`config.mk`:
```
export PLATFORM = sky130hd
export DESIGN_NAME = tlb_replacer
export DESIGN_NICKNAME = d
export VERILOG_FILES = /design/src/rtl/tlb_replacer.sv
export SDC_FILE = /design/constraint.sdc
export NUM_CORES = 1
export LEC_CHECK = 0
export CAP_MARGIN = 20
export CORE_MARGIN = 2
export CORE_UTILIZATION = 40
export DETAILED_ROUTE_END_ITERATION = 7
export GPL_ROUTABILITY_DRIVEN = 1
export PLACE_DENSITY = 0.87
export SETUP_SLACK_MARGIN = 0.15
export SLEW_MARGIN = 20
export SYNTH_ARGS = -nofsm -noshare
export SYNTH_HDL_FRONTEND = slang
export SYNTH_SLANG_ARGS = --single-unit
```
`constraint.sdc`:
```
create_clock -name clk -period 1.84 [get_ports clk]
set_clock_uncertainty 0.1 [all_clocks]
set_input_delay 0.368 -clock clk [delete_from_list [all_inputs] [get_ports clk]]
set_output_delay 0.368 -clock clk [all_outputs]
set_load 0.05 [all_outputs]
```
`src/rtl/tlb_replacer.sv`:
```
// Sv32 page-table walker: turns a TLB miss into one TlbEntry-shaped refill result,
// issuing at most two PTE reads and applying the valid/permission/accessed fault rules.
module tlb_replacer #(
  parameter int PADDR_WIDTH     = 34,
  parameter int TLB_INDEX_WIDTH = 3
) (
  input  logic                       clk,
  input  logic                       rstN,
  input  logic                       missValid,
  input  logic [19:0]                missVpn,
  input  logic                       satpMode,
  input  logic [PADDR_WIDTH-13:0]    satpPpn,
  output logic                       memReadEnable,
  output logic [PADDR_WIDTH-1:0]     memAddr,
  input  logic                       memReadDone,
  input  logic [31:0]                memReadValue,
  output logic                       done,
  output logic [TLB_INDEX_WIDTH-1:0] entryIndex,
  output logic [19:0]                entryVpn,
  output logic                       entryValid,
  output logic                       entryFault,
  output logic [PADDR_WIDTH-13:0]    entryPageNumber,
  output logic [4:0]                 entryFlags
);
  localparam int PPN_W = PADDR_WIDTH - 12;

  typedef enum logic [1:0] {S_IDLE, S_LEVEL1, S_LEVEL0, S_DONE} state_t;

  state_t                   state_reg, state_next;
  logic [19:0]              vpn_reg, vpn_next;
  logic                     mem_en_reg, mem_en_next;
  logic [PADDR_WIDTH-1:0]   mem_addr_reg, mem_addr_next;
  logic                     done_reg, done_next;
  logic                     valid_reg, valid_next;
  logic                     fault_reg, fault_next;
  logic [PPN_W-1:0]         ppn_reg, ppn_next;
  logic [4:0]               flags_reg, flags_next;

  logic       pte_v, pte_r, pte_w, pte_x, pte_a;
  logic       pte_leaf, pte_bad, l1_fault, l0_fault, read_ack;
  logic [4:0] pte_flags;
  logic       unused_pte_bits;

  assign pte_v     = memReadValue[0];
  assign pte_r     = memReadValue[1];
  assign pte_w     = memReadValue[2];
  assign pte_x     = memReadValue[3];
  assign pte_a     = memReadValue[6];
  assign pte_flags = {memReadValue[7], memReadValue[4], memReadValue[3], memReadValue[2], memReadValue[1]};
  assign pte_leaf  = pte_r | pte_x;
  assign pte_bad   = ~pte_v | (~pte_r & pte_w);
  // A superpage leaf must be 4 MiB aligned, so its PPN0 field has to be zero.
  assign l1_fault  = pte_bad | (pte_leaf & ((memReadValue[19:10] != 10'd0) | ~pte_a));
  assign l0_fault  = pte_bad | ~pte_leaf | ~pte_a;
  assign read_ack  = mem_en_reg & memReadDone;
  assign unused_pte_bits = ^{memReadValue[9:8], memReadValue[5]};

  always_ff @(posedge clk or negedge rstN) begin
    if (!rstN) begin
      state_reg    <= S_IDLE;
      vpn_reg      <= '0;
      mem_en_reg   <= 1'b0;
      mem_addr_reg <= '0;
      done_reg     <= 1'b0;
      valid_reg    <= 1'b0;
      fault_reg    <= 1'b0;
      ppn_reg      <= '0;
      flags_reg    <= '0;
    end else begin
      state_reg    <= state_next;
      vpn_reg      <= vpn_next;
      mem_en_reg   <= mem_en_next;
      mem_addr_reg <= mem_addr_next;
      done_reg     <= done_next;
      valid_reg    <= valid_next;
      fault_reg    <= fault_next;
      ppn_reg      <= ppn_next;
      flags_reg    <= flags_next;
    end
  end

  always_comb begin
    state_next    = state_reg;
    vpn_next      = vpn_reg;
    mem_en_next   = mem_en_reg;
    mem_addr_next = mem_addr_reg;
    done_next     = 1'b0;
    valid_next    = valid_reg;
    fault_next    = fault_reg;
    ppn_next      = ppn_reg;
    flags_next    = flags_reg;

    case (state_reg)
      S_IDLE: begin
        if (missValid) begin
          vpn_next = missVpn;
          if (!satpMode) begin
            state_next = S_DONE;
            done_next  = 1'b1;
            valid_next = 1'b1;
            fault_next = 1'b0;
            ppn_next   = PPN_W'(missVpn);
            flags_next = 5'b11111;
          end else begin
            state_next    = S_LEVEL1;
            mem_en_next   = 1'b1;
            mem_addr_next = PADDR_WIDTH'({satpPpn, missVpn[19:10], 2'b00});
          end
        end
      end

      S_LEVEL1: begin
        if (read_ack) begin
          if (l1_fault || pte_leaf) begin
            state_next  = S_DONE;
            mem_en_next = 1'b0;
            done_next   = 1'b1;
            valid_next  = 1'b1;
            fault_next  = l1_fault;
            ppn_next    = l1_fault ? '0 : PPN_W'({memReadValue[31:20], vpn_reg[9:0]});
            flags_next  = l1_fault ? 5'b0 : pte_flags;
          end else begin
            // Pointer PTE: stay in the read and retarget at the next-level table.
            state_next    = S_LEVEL0;
            mem_addr_next = PADDR_WIDTH'({memReadValue[31:10], vpn_reg[9:0], 2'b00});
          end
        end
      end

      S_LEVEL0: begin
        if (read_ack) begin
          state_next  = S_DONE;
          mem_en_next = 1'b0;
          done_next   = 1'b1;
          valid_next  = 1'b1;
          fault_next  = l0_fault;
          ppn_next    = l0_fault ? '0 : PPN_W'(memReadValue[31:10]);
          flags_next  = l0_fault ? 5'b0 : pte_flags;
        end
      end

      S_DONE: begin
        state_next = S_IDLE;
      end

      default: begin
        state_next  = S_IDLE;
        mem_en_next = 1'b0;
      end
    endcase
  end

  assign memReadEnable   = mem_en_reg;
  assign memAddr         = mem_addr_reg;
  assign done            = done_reg;
  assign entryIndex      = vpn_reg[TLB_INDEX_WIDTH-1:0];
  assign entryVpn        = vpn_reg;
  assign entryValid      = valid_reg;
  assign entryFault      = fault_reg;
  assign entryPageNumber = ppn_reg;
  assign entryFlags      = flags_reg;
endmodule

```
# --- Yosys cells after proc, flatten, opt, wreduce, memory -nomap -nowiden ---
# Index checks and enable logic that the tools add are counted.
totals:
  regBits: 87
  in_bits: 79
  out_inout_bits: 88
  wordCells: 93
classes:
  eq_ne: 10
  muxes: 51
  bitwise_logic: 13
  n_reduce_logical: 10
ops:
  columns: ["operator", "n"]
  rows:
  - ["$mux 22", 7]
  - ["$mux 34", 4]
  - ["$pmux 34 s2", 1]
  - ["$pmux 22 s3", 1]
  - ["$mux 5", 7]
  - ["$mux 1", 21]
  - ["$pmux 5 s3", 1]
  - ["$ne 2x2->1 const B", 7]
  - ["$pmux 1 s3", 4]
  - ["$reduce_and 6->1", 2]
  - ["$reduce_bool 10->1", 1]
  - ["$mux 2", 4]
  - ["$pmux 2 s4", 1]
  - ["$or 1x1->1", 6]
  - ["$reduce_and 5->1", 1]
  - ["$eq 2x2->1 const B", 2]
  - ["$not 1->1", 4]
  - ["$and 1x1->1", 3]
  - ["$reduce_and 3->1", 1]
  - ["$reduce_bool 3->1", 1]
  - ["$eq 2x1->1 const B", 1]
  - ["$logic_not 2->1", 1]
  - ["$reduce_and 2->1", 1]
  - ["$reduce_bool 2->1", 1]
  - ["$logic_or 1x1->1", 1]

# --- Depth between registers and ports, before layout ---
# Gate-level depths: netlist of run 1.
depth:
  ltp_word: 8
  depth_mapped: 10

# --- Worst setup path before layout of run 1 ---
# Ideal clock, no wire load.
synth_timing:
  path_type: "reg2reg"
  start: "reg state_reg[1]"
  end: "reg fault_reg (netlist: entryFault)"
  setup_time_ps: 121
  arrival_ps: 1814
  required_time_ps: 1619
  slack_ps: -195
  stages_incl_launch_ff: 10
  synth_period_minus_slack_ps: 2035
  cell_sequence: "dfrtp_1 > inv_1 > ha_1 > buf_6 > nand4_1 > and3_1 > buf_6 > and2_1 > buf_6 > a22o_1"
synth_via:
  elab_chain_cells: 3
  word_cells_on_any_way: 11
  classes_between: "7 x eq/ne; 1 x mux; 3 x reduce/logical"
synth_rtl:
  columns: ["item", "line_no", "source"]
  rows:
  - ["start: declaration", "29", "state_t state_reg, state_next;"]
  - ["start signal: assignment", "70", "state_reg <= state_next;"]
  - ["$eq 2x1->1, or another cell as far along", "93", "case (state_reg)"]
  - ["$ne 2x2->1 (no source line) / $reduce_bool 3->1 (equally long branches)", null, null]
  - ["$reduce_and 6->1 (no source line)", null, null]
  - ["end signal: assignment", "76", "fault_reg <= fault_next;"]
  - ["end: declaration", "35", "logic fault_reg, fault_next;"]
# Several ways; a longest one is shown, not always the timed one.
# A chain may end at the register's enable or synchronous reset.

# --- Worst setup path after layout of run 1 ---
# Ends and elaborated chain as after synthesis.

==> summary by stage, run 1 <==
Status
The final reports fail on negative setup slack. The run finished, with violations left.

Cells and area
In the final design database the tool counted 703 nets. The area added between synthesis and finish is 69.2%. Cells with a size suffix above 1 make up 44.9% of the layout. The flip-flop and latch area is 2130 um^2.

The filler cells instantiated in the layout total 736. In the final layout, the multi-input gates occupy 2210 um^2. The number of flip-flops in the largest register is 32.

The number of antenna diodes in the final layout is 0.

Synthesis
The count of mapped cells out of synthesis is 404. The sequential area share after synthesis is 50.4%. The flop and latch count out of synthesis is 85. The fraction of registers with async set or reset after synthesis is 100%. The top cell type by area accounts for 50.4% of the synthesized area. The netlist uses 36 different library cells. Of all cell types, the one taking the most synthesized area is dfrtp_1. Yosys attributes the largest share of cell area to dfrtp_1 50%, mux2i_1 7.8%, o21ai_2 6.2%, mux2_2 5.3%, nand2_1 4.6%. The Yosys step of the flow raised 0 warnings. The synthesized design contains 0 enable-type register cells. The most frequent cell after synthesis is dfrtp_1. The post-synthesis average cell area is 10.4 um^2.

In the synthesized netlist the dominant register cell turns out to be dfrtp_1. The commonest cells after synthesis are 85 x dfrtp_1, 52 x nand2_1, 35 x o21ai_0, 33 x mux2i_1, 30 x o21ai_2. The synthesized netlist occupies a cell area of 4220 um^2.

Setup path
In this run the worst path has a maximum fanout of 8. The setup path with the least slack is of type reg -> reg. The data arrival time of the critical path is 2260 ps. The type of element capturing the critical path is a flop. STA classifies the critical path startpoint as a flop. The data required time of the critical path is 2040 ps.

GRT
The first global-routing pass estimated 21.3 mm of wire. Global routing consumed, over all layers together, 24.3% of the routing resources. The total congestion overflow after global routing is 0. The number of global-route vias before repair is 4024. The number of antenna violations at the first check in global routing came to 0. The maximum number of pins on one net before global-route repair is 45.

STA
The number of hold-slack violations in the final timing report is 0. Once routing completed, OpenROAD measured the worst setup slack at -224 ps. The final critical-path required period is 2060 ps. Setup repair after global routing could not meet its margin everywhere. The worst path uses 112% of the clock period. Static timing analysis puts the maximum clock frequency at 485 MHz.

In the final timing run, aggregate negative setup slack is -7130 ps. The final number of setup-violating endpoints is 61. The final number of max-transition violations is 0.

Drt
The wire length reported by the detailed router is 15.3 mm. Across all layers, the routed design uses 4168 vias. For this run, the detailed router's first-pass iteration total came to 5.

In this run the remaining antenna-violating nets after routing total 0. The DRC marker count from the first detailed-route iteration is 279. The post-route DRC violation count is 0. After detailed routing, the number of vias per cell comes to 5.49.

In the final routed layout, each cell accounts on average for 20.1 um.

Die
Pin placement for this block handled 167 I/O pins. In this run the horizontal extent of the chip is 107 um. From bottom edge to top edge, the die measures 107 um.

The standard-cell row count is 37. After floorplanning, the core was sized to cover 10300 um^2. The die covers 11400 um^2. For this configuration, the core starts out at a cell density of 41.0%.

Clock tree
Buffers inserted during clock tree synthesis total 9. The clock-pin transition on the worst setup and hold timing paths is 90 ps. The clock passes through at most 2 buffers. The buffer type at the clock tree root is clkbuf_8.

The H-tree depth is 3. The TritonCTS clock tree is done. The insertion delay to the later sink of the worst-skew pair is 360 ps. The clock net in this run drives a total of 85 sinks.

Placed design
The total of buffers placed on input and output ports is 161. At the end of routability-driven placement, the weighted congestion stood at 0.846. Detailed placement ended at an HPWL of 9.91 mm.

Worst hold path
In this run the worst hold path is classified as in -> reg.

Flow run
The max-capacitance violation count is 0.
## worst paths after layout
| kind | start | end | slack, ps | depth (start not counted) |
|---|---|---|---|---|
| setup / recovery | state_reg[1] | entryFault | -220 | 9 |
| hold / removal | memReadValue[3] | entryFlags[2] | 340 | 3 |
| setup reg to reg | state_reg[1] | entryFault | -220 | 9 |
| hold reg to reg | memAddr[27] | memAddr[27] | 380 | 2 |
| max in group asynchronous | rstN | entryPageNumber[5] | 560 | 3 |
| min in group asynchronous | rstN | entryVpn[17] | 410 | 2 |
## metal layers
layer  track usage, %  wire [um]
met1             31.1       6020
met3             3.65        974
met5                0          0
met4             8.72        387
met2             41.9       7870
## worst max-delay path, stage by stage, from the launching register on
cell,delay [ps]
dfrtp_1,430
inv_2,80
buf_6,130
ha_4,260
nor2_2,40
a21oi_2,190
and3_4,320
buf_6,130
and2_4,180
a22o_1,140
## cell type report
| class | instances | share of cell area (%) |
|---|---|---|
| Clock buffer | 13 | 2.37 |
| Clock inverter | 1 | 0.421 |
| Inverter | 16 | 0.877 |
| Multi-Input combinational cell | 273 | 31.0 |
| Sequential cell | 85 | 29.8 |
| Tap cell | 136 | 2.38 |
| Timing Repair Buffer | 235 | 33.1 |
## through the flow
stage                     cells  utilization, %  hold WS, ps  worst slack, ps  cell area, um^2
after floorplan             405               -        -27.6            -91.7             4280
after global routing        759            69.4          357             -268             7140
final                       759            69.4          338             -224             7140
after detailed placement    716            59.3          255             -706             6100
after global placement      716            59.3          247             -688             6100
after CTS                   744            63.9          332            -73.9             6560
## what timing repair did
| item | in CTS | in global routing |
|---|---|---|
| pin swaps | 7 | 51 |
| gates cloned | 2 | 7 |
| hold endpoints to repair | 31 | 0 |
| buffers inserted | 11 | 8 |
| gates resized for setup | 55 | 82 |
| hold buffers | 1 | 0 |
| endpoints found under the setup margin | 62 | 65 |
## layout by cell type, fill, tap and decap left out, drive strengths merged
| cell type | instances |
|---|---|
| mux2i | 33 |
| or4b | 1 |
| nand3 | 3 |
| a31oi | 20 |
| clkbuf | 20 |
| o2111ai | 2 |
| nor4 | 2 |
| nand4 | 1 |
| nand2 | 52 |
| clkdlybuf4s50 | 64 |
| a22oi | 1 |
| a21oi | 19 |
| dfrtp | 85 |
| mux2 | 20 |
| inv | 16 |
| a32o | 2 |
| o211ai | 3 |
| nand2b | 1 |
| a2bb2oi | 1 |
| o22ai | 1 |
| conb | 2 |
| dlygate4sd2 | 8 |
| nor2b | 12 |
| nor3 | 1 |
| buf | 153 |
| a22o | 1 |
| and2 | 2 |
| o21ai | 69 |
| nor2 | 19 |
| dlymetal6s2s | 2 |
| ha | 4 |
| bufinv | 1 |
| and3 | 1 |
| dlygate4sd3 | 1 |
## cell families (layout without fill, tap and decap cells)
family,count (synthesis),in the layout,share of synthesized area [%]
DFF,85,85,50.4
AOI/OAI and AO/OA,119,119,18.8
and+or+nand+nor,95,95,9.94
adders and majority gates,4,4,1.19
other,1,2,0.0889
muxes,53,53,13.2
buffers and inverters,47,265,6.38
Power of run 1 is left out: the tool's default activity adds up to more than one toggle a clock period on the data nets, which glitch-free logic cannot reach.
==> run 2: changes to the inputs <==
PLACE_DENSITY = 0.75   (was 0.87)
==> run 2 against run 1 <==
Against the previous run:
- the run still ends with negative setup slack left
- sequential share of layout area is 0.37 points higher
- via count is 1.7% lower
- wire length is 2.6% lower
- sequential cell count stayed put
- global-route usage is 2.2 points higher
- largest cell class unchanged
- utilization is 0.89 points lower
- critical path depth is 1 lower
- register-to-register slack better by 150 ps
- critical endpoint is now entryPageNumber[21]
==> summary by stage, run 2 (synthesis results as in run 1) <==
Setup path
Traced cell by cell, the critical path runs through ha_4 > buf_6 > nand4_1 > buf_4 > o211ai_4 > buf_12 > and2_4 > a32o_1. The worst-path maximum fanout is 6. The type of element capturing the critical path is a flop.

The worst setup path is launched from a flop. At the worst endpoint, the required time is 2000 ps. The setup path with the least slack is of type reg -> reg. The cell with the biggest individual delay on the critical path is dfrtp_1. STA puts the critical path data arrival time at 2070 ps.

On the worst path, the slowest cell contributes a delay of 450 ps.

Flow run
The tool flagged a number of max-cap violations equal to 0.

Clock tree
The insertion delay to the later sink of the worst-skew pair is 370 ps. The total number of clock tree sinks is 85. The clock-pin transition on the worst setup and hold timing paths is 90 ps. In this run, CTS created clock tree buffers numbering 9. The maximum clock path buffer count is 2. The TritonCTS clock tree is done. The tree is rooted in a clkbuf_8.

The H-tree depth is 3.

Cells and area
In the layout the commonest cells are 126 x buf_4, 85 x dfrtp_1, 62 x clkdlybuf4s50_1, 41 x nand2_1, 34 x o21ai_2. Leaving out fill and tap cells, the most frequent cell in the layout is buf_4. The register with the most flip-flops in the layout has 32 of them.

Compared with the post-synthesis result, the final layout area differs by 67.1%. The post-route non-filler standard cell count is 768. The layout net count is 710. The fraction of final layout cells sized beyond drive strength 1 is 42.9%.

Die
The floorplan step set the die height to 107 um. The effective utilization at floorplan is 41.0%. The die is 107 um wide.

The total I/O pin count is 167. The standard-cell row count is 37. In this run the standard cell core region covers 10300 um^2. The die area is 11400 um^2.

Worst hold path
The classification of the worst-slack hold path is in -> reg.

Drt
For this block, the initial DRC count from the detailed router was 276. For this block, the routed nets add up to 14.9 mm of wire. The total via count in the routed design is 4099. The number of vias per cell after detailed routing is 5.34. Once detail routing completed, the nets flagged for antenna violations numbered 0. The first-pass iteration count of the detailed router is 5. After detailed routing, the number of remaining DRC violations is 0. Dividing the detail-routed wire length by the instance count gives 19.4 um.

Placed design
Routability-driven placement finished with a final weighted congestion of 0.905. Detailed placement ended at an HPWL of 9.95 mm. After detailed placement, the design holds a cell count of 727. During placement, the flow inserted port buffers numbering 161.

GRT
The combined global-route utilization of all metal layers is 26.5%. The total overflow left after global routing is 0. The first global-routing pass estimated 23.0 mm of wire. The number of global-route vias before repair is 4219. The number of antenna violations at the first check in global routing is 1. Entering global routing, the biggest net connects 45 pins.

STA
The final number of max-transition violations came to 0. Setup repair after global routing could not meet its margin everywhere. The number of hold-slack violations in the final timing report came to 0. Derived from the worst setup path, the maximum achievable clock frequency is 523 MHz. Once routing completed, OpenROAD measured the worst setup slack at -72.3 ps. The final critical-path share of the clock period is 104%. Setup violations remaining at the end of the flow were counted as 22.

After layout, the minimum clock period comes to 1910 ps.

Status
The final reports fail on negative setup slack. The run finished, with violations left.
[run 2: changes by cell type in the layout (fill, tap and decap cells not counted), moves of 3 or more]
cell,delta
buf_16,+6
nand2_4,-16
clkbuf_16,-7
clkbuf_8,-3
o21ai_1,+8
o21ai_4,-3
buf_4,+7
o21ai_0,-7
nand2_1,+16
[run 2: repair_timing]
item                       4_1_cts  5_1_grt
hold buffers                     1        0
buffers inserted                15        1
hold endpoints to repair        29        0
gates cloned                     8        0
gates resized for setup         90       20
setup endpoints to repair       62       64
pin swaps                       31       14
[run 2: layout make-up]
| type | instances | area (um^2) |
|---|---|---|
| clock buffers | 9 | 124 |
| diodes | 1 | 2.50 |
| well taps | 136 | 170 |
| clock inverters | 6 | 111 |
| multi-input cells | 273 | 2020 |
| flip-flops and latches | 85 | 2130 |
| fillers | 760 | 3230 |
| repair buffers | 242 | 2430 |
| inverters | 16 | 60.1 |
[run 2: routing by layer]
layer | vias up | GRT usage, % | part of all wire (%)
met5 | - | 0 | 0
met4 | 0 | 11.6 | 3.4
met3 | 42 | 5.78 | 8.1
met2 | 216 | 44.5 | 51
met1 | 1982 | 33.0 | 37
li1 | 1859 | - | -
[run 2: worst paths after layout]
path	from	endpoint	slack, ps	cells past startpoint
max in group asynchronous	rstN	entryFlags[3]	640	3
min in group asynchronous	rstN	entryPageNumber[20]	380	2
setup / recovery	state_reg[0]	entryPageNumber[21]	-70	8
hold reg to reg	entryValid	entryValid	380	1
hold / removal	memReadValue[2]	entryFlags[1]	280	4
setup reg to reg	state_reg[0]	entryPageNumber[21]	-70	8
[run 2: worst max-delay path, delay by kind of cell, from the launching register on]
family / cells / cell delay, ps
and+or+nand+nor: 2 / 230
AOI/OAI and AO/OA: 2 / 370
buffers and inverters: 3 / 430
DFF: 1 / 450
adders and majority gates: 1 / 210
[run 2: metrics by stage]
stage	cell area [um^2]	hold slack, ps	TNS [ps]	setup slack, ps	util (%)
after CTS	6990	366	-143	-31.5	68.0
after global routing	7040	295	-2000	-89.9	68.5
after global placement	6180	228	-26040	-496	60.1
after floorplan	4280	-27.6	-393	-91.7	-
final	7040	280	-575	-72.3	68.5
after detailed placement	6180	234	-27660	-521	60.1
Power of run 2 is left out for the same reason.
